## config.mk

```make
export PLATFORM = sky130hd
export DESIGN_NAME = priority_decoder_3to8
export DESIGN_NICKNAME = d
export VERILOG_FILES = /design/src/rtl/priority_decoder_3to8.sv
export SDC_FILE = /design/constraint.sdc
export NUM_CORES = 1
export LEC_CHECK = 0
export ABC_AREA = 1
export CAP_MARGIN = 15
export CORE_AREA = 3 3 40 42
export CTS_BUF_LIST = sky130_fd_sc_hd__clkbuf_2
export DETAILED_ROUTE_END_ITERATION = 7
export DIE_AREA = 0 0 43 45
export PLACE_DENSITY_LB_ADDON = 0.08
export SKIP_LAST_GASP = 1
export SLEW_MARGIN = 20
export SYNTH_ARGS = -nofsm -noshare
export SYNTH_HDL_FRONTEND = slang
export SYNTH_SLANG_ARGS = --single-unit
```

## constraint.sdc

```tcl
create_clock -name clk -period 2.65 [get_ports clk]
set_clock_uncertainty 0.1 [all_clocks]
set_input_delay 0.53 -clock clk [delete_from_list [all_inputs] [get_ports clk]]
set_output_delay 0.53 -clock clk [all_outputs]
set_load 0.01 [all_outputs]
```

## src/rtl/priority_decoder_3to8.sv

```systemverilog
// Registered 3-to-8 one-hot decoder that holds each accepted code for HOLD_CYCLES cycles.
// Optional acceptance counter (dec_count) is compiled in when DEC_COUNT_EN is defined.
module priority_decoder_3to8 #(
    parameter int unsigned HOLD_CYCLES = 4
) (
    input  logic       clk,
    input  logic       rst_n,
    input  logic       in_valid,
    input  logic [2:0] input_data,
    output logic       in_ready,
    output logic [7:0] out,
    output logic       out_valid
`ifdef DEC_COUNT_EN
    ,
    output logic [7:0] dec_count
`endif
);

    typedef enum logic [0:0] {StIdle, StHold} state_e;

    localparam logic [3:0] CntLoad = 4'(HOLD_CYCLES - 1);

    state_e     r_state;
    state_e     w_state_d;
    logic [3:0] r_cnt;
    logic [3:0] w_cnt_d;
    logic [7:0] r_out;
    logic [7:0] w_out_d;
    logic       w_accept;

    generate
        if (HOLD_CYCLES == 0 || HOLD_CYCLES > 15) begin : g_bad_hold_cycles
            $error("HOLD_CYCLES must be in 1..15");
        end
    endgenerate

    // Ready is gated by reset so nothing is accepted on a reset edge.
    always_comb begin
        in_ready = rst_n && ((r_state == StIdle) || (r_cnt == 4'd0));
        w_accept = in_valid && in_ready;
    end

    always_comb begin
        w_state_d = r_state;
        w_cnt_d   = r_cnt;
        w_out_d   = r_out;
        if (w_accept) begin
            w_state_d = StHold;
            w_cnt_d   = CntLoad;
            w_out_d   = 8'b1 << input_data;
        end else if (r_state == StHold) begin
            if (r_cnt != 4'd0) begin
                w_cnt_d = r_cnt - 4'd1;
            end else begin
                w_state_d = StIdle;
                w_out_d   = 8'd0;
            end
        end
    end

    always_ff @(posedge clk) begin
        if (!rst_n) begin
            r_state <= StIdle;
            r_cnt   <= 4'd0;
            r_out   <= 8'd0;
        end else begin
            r_state <= w_state_d;
            r_cnt   <= w_cnt_d;
            r_out   <= w_out_d;
        end
    end

    always_comb begin
        out       = r_out;
        out_valid = (r_state == StHold);
    end

`ifdef DEC_COUNT_EN
    logic [7:0] r_dec_count;

    always_ff @(posedge clk) begin
        if (!rst_n) begin
            r_dec_count <= 8'd0;
        end else if (w_accept && (r_dec_count != 8'hFF)) begin
            r_dec_count <= r_dec_count + 8'd1;
        end
    end

    always_comb dec_count = r_dec_count;
`endif

endmodule

```

==> run summary <==
core area -> 1280 um^2
Synth Area in Compound Gates -> 0.117
largest net degree at the start of global routing -> 15
Initial Utilization -> 0.501
H-Tree Depth -> 1
final setup violation count -> 0
crit-path max FO -> 14
sequential share of the synthesized area -> 0.404
Pleak -> 0.326 nW
Setup Crit Path Kind -> reg2out
synth unique cells -> 20
number of antenna diodes -> 0
worst path arrival time -> 1.88 ns
fin area -> 831 um^2
initial antenna violation count -> 0
CTS tree -> built
Ports -> 16
Die H -> 45 um
via count -> 640
first-pass GRT wire length -> 2.39 mm
Synth Net Count -> 95
share of cells above drive strength 1 -> 0.114
fin. max-slew vios -> 0
Sinks on Clock Net -> 13
die area -> 1940 um^2
Post-Route Setup TNS -> 0 ns
final setup margin -> 0.145 ns
CP Cell Sequence -> inv_1, ha_2, nand2_2, nand2_8, inv_2, nor2_1, clkdlybuf4s50_1
worst-margin pin slew -> 0.418 ns
FF+latch count, synth -> 13
post-synthesis mux area share -> 0
TritonRoute pass-1 iters -> 4
Total GRT Usage -> 0.170
Vias/cell -> 5.33
clk slew on worst S/H paths -> 0.12 ns
HPWL Detailed -> 1.06 mm
largest family of logic cells by synthesized area -> simple AND/OR/NAND/NOR gates
Tmin final -> 2.51 ns
CTS Buffer Depth -> 2
WP data required -> 2.02 ns
Final nets -> 113
vias in the first global route -> 593
DP Area -> 800 um^2
Clock Latency Late Sink -> 0.27 ns
Buffers on Ports -> 15
post-route ant nets -> 0
unrepaired setup endpoints after global routing -> false
Hold Crit Class -> reg2reg
area grow syn2layout -> 28.9%
Cell Area, Synth -> 644 um^2
Crit-path slowest cell -> clkdlybuf4s50_1
Tcrit/Tclk final -> 0.945
Power Dens Cells -> 478 nW/um^2
slowest stage delay, CP -> 0.54 ns
WL per Instance -> 12.5 um
Syn Inst Count -> 88
post-route DRC violation count -> 0
# Max-Cap Violations -> 0
endpoint type of the worst setup path -> output port
Routability Congestion -> 0.810
Die W -> 43 um
CTS Root Cell -> clkbuf_2
Post-Synth XOR/XNOR Area -> 0.0136
DRT iter0 DRCs -> 9
Core Rows -> 13
fmax -> 0.399 GHz
CP startpoint kind -> flop
final std cells w/o fill -> 120
pre-CTS setup slack -> 0.285 ns
TritonCTS Buffers -> 3
drt total wl -> 1.50 mm
Hold WS -> 0.387 ns
Synth Area in Simple Gates -> 0.344
Synth Area in Adders -> 0.0194
Placed Cells -> 116
register-to-register setup slack -> 1.14 ns
Synth Area per Inst -> 7.32 um^2
Slew headroom -> 0.721
Final Hold Vio Count -> 0
fillers -> 127
yosys warns -> 0
Peak VDD IR -> 0.261 mV
status -> completed
grt ovf -> 0
## flip-flops by register name (all words and copies together) (netlist names)
signal / flops
out_valid: 1
r_cnt: 4
out: 8
## critical path, delay by kind of cell (launching register included)
family                   cells  cell delay (ns)
AND/OR/NAND/NOR              3             0.31
buffers and inverters        3             0.71
adder cells (fa/ha/maj)      1             0.24
flip-flops                   1             0.34
## repair_timing
item                       in CTS  in global routing
setup endpoints to repair       0                  1
gates resized for setup         0                  2
hold buffers                    0                  0
buffers inserted                0                  0
## power breakdown
part           switching, W   total, W  leakage (nW)  internal (W)
registers        0.00000593   0.000209         0.106      0.000203
clock network     0.0000657   0.000106        0.0166     0.0000400
logic             0.0000476  0.0000824         0.204     0.0000348
## placed cells by master (no fill, tap or decap)
master / count
xor2_1: 1
nor2_1: 9
dfxtp_1: 13
inv_1: 9
o211ai_1: 1
nand2_2: 1
nand2_1: 13
o21ai_1: 1
nand2_8: 1
nand3_2: 1
ha_2: 1
a21boi_1: 1
nand4_1: 8
nand3_1: 11
a21oi_1: 11
buf_4: 2
clkbuf_2: 4
clkdlybuf4s50_1: 15
inv_2: 1
nor2_2: 1
## final timing paths
kind / start / endpoint / depth (start not counted)
worst min-delay path: out[4] / out[4] / 2
worst max-delay path: r_cnt[0] / in_ready / 7
worst max register to register: r_cnt[0] / out[7] / 7
worst min register to register: out[4] / out[4] / 2
## metrics by stage
step	power, W	util
4_1_cts	0.000399	0.638
2_1_floorplan	0.000263	-
3_3_place_gp	0.000288	0.622
5_1_grt	0.000420	0.647
6_report	0.000397	0.647
3_5_place_dp	0.000291	0.622
## cell usage after synthesis (all sizes together)
master,n,area (um^2)
a21boi,1,7.51
a21oi,11,55.1
buf,3,25.0
clkbuf,1,3.75
dfxtp,13,260
ha,1,12.5
inv,10,37.5
nand2,15,66.3
nand3,12,65.1
nand4,8,50.1
nor2,10,40.0
o211ai,1,7.51
o21ai,1,5.00
xor2,1,8.76
## cell families (layout without fill, tap and decap cells)
group	count (synthesis)	in the layout
and+or+nand+nor	45	45
AOI/OAI and AO/OA	14	14
buffers and inverters	14	31
DFF	13	13
adders and majority gates	1	1
xor gates and xnor gates	1	1
## layout make-up
type / count / area, um^2 / area share
inverters: 10 / 37.5 / 0.0452
multi-input cells: 61 / 329 / 0.396
well taps: 15 / 18.8 / 0.0226
repair buffers: 17 / 165 / 0.199
flip-flops and latches: 13 / 260 / 0.313
clock buffers: 4 / 20.0 / 0.0241
## per-layer routing
layer  part of all wire  GRT usage  vias to the layer above
met3              0.034     0.0239                        4
li1                   -          -                      329
met1               0.43      0.178                      293
met4              0.020      0.127                        0
met2               0.52      0.308                       14
met5                  0          0                        -
No activity file was read; power rests on OpenSTA's default activity.
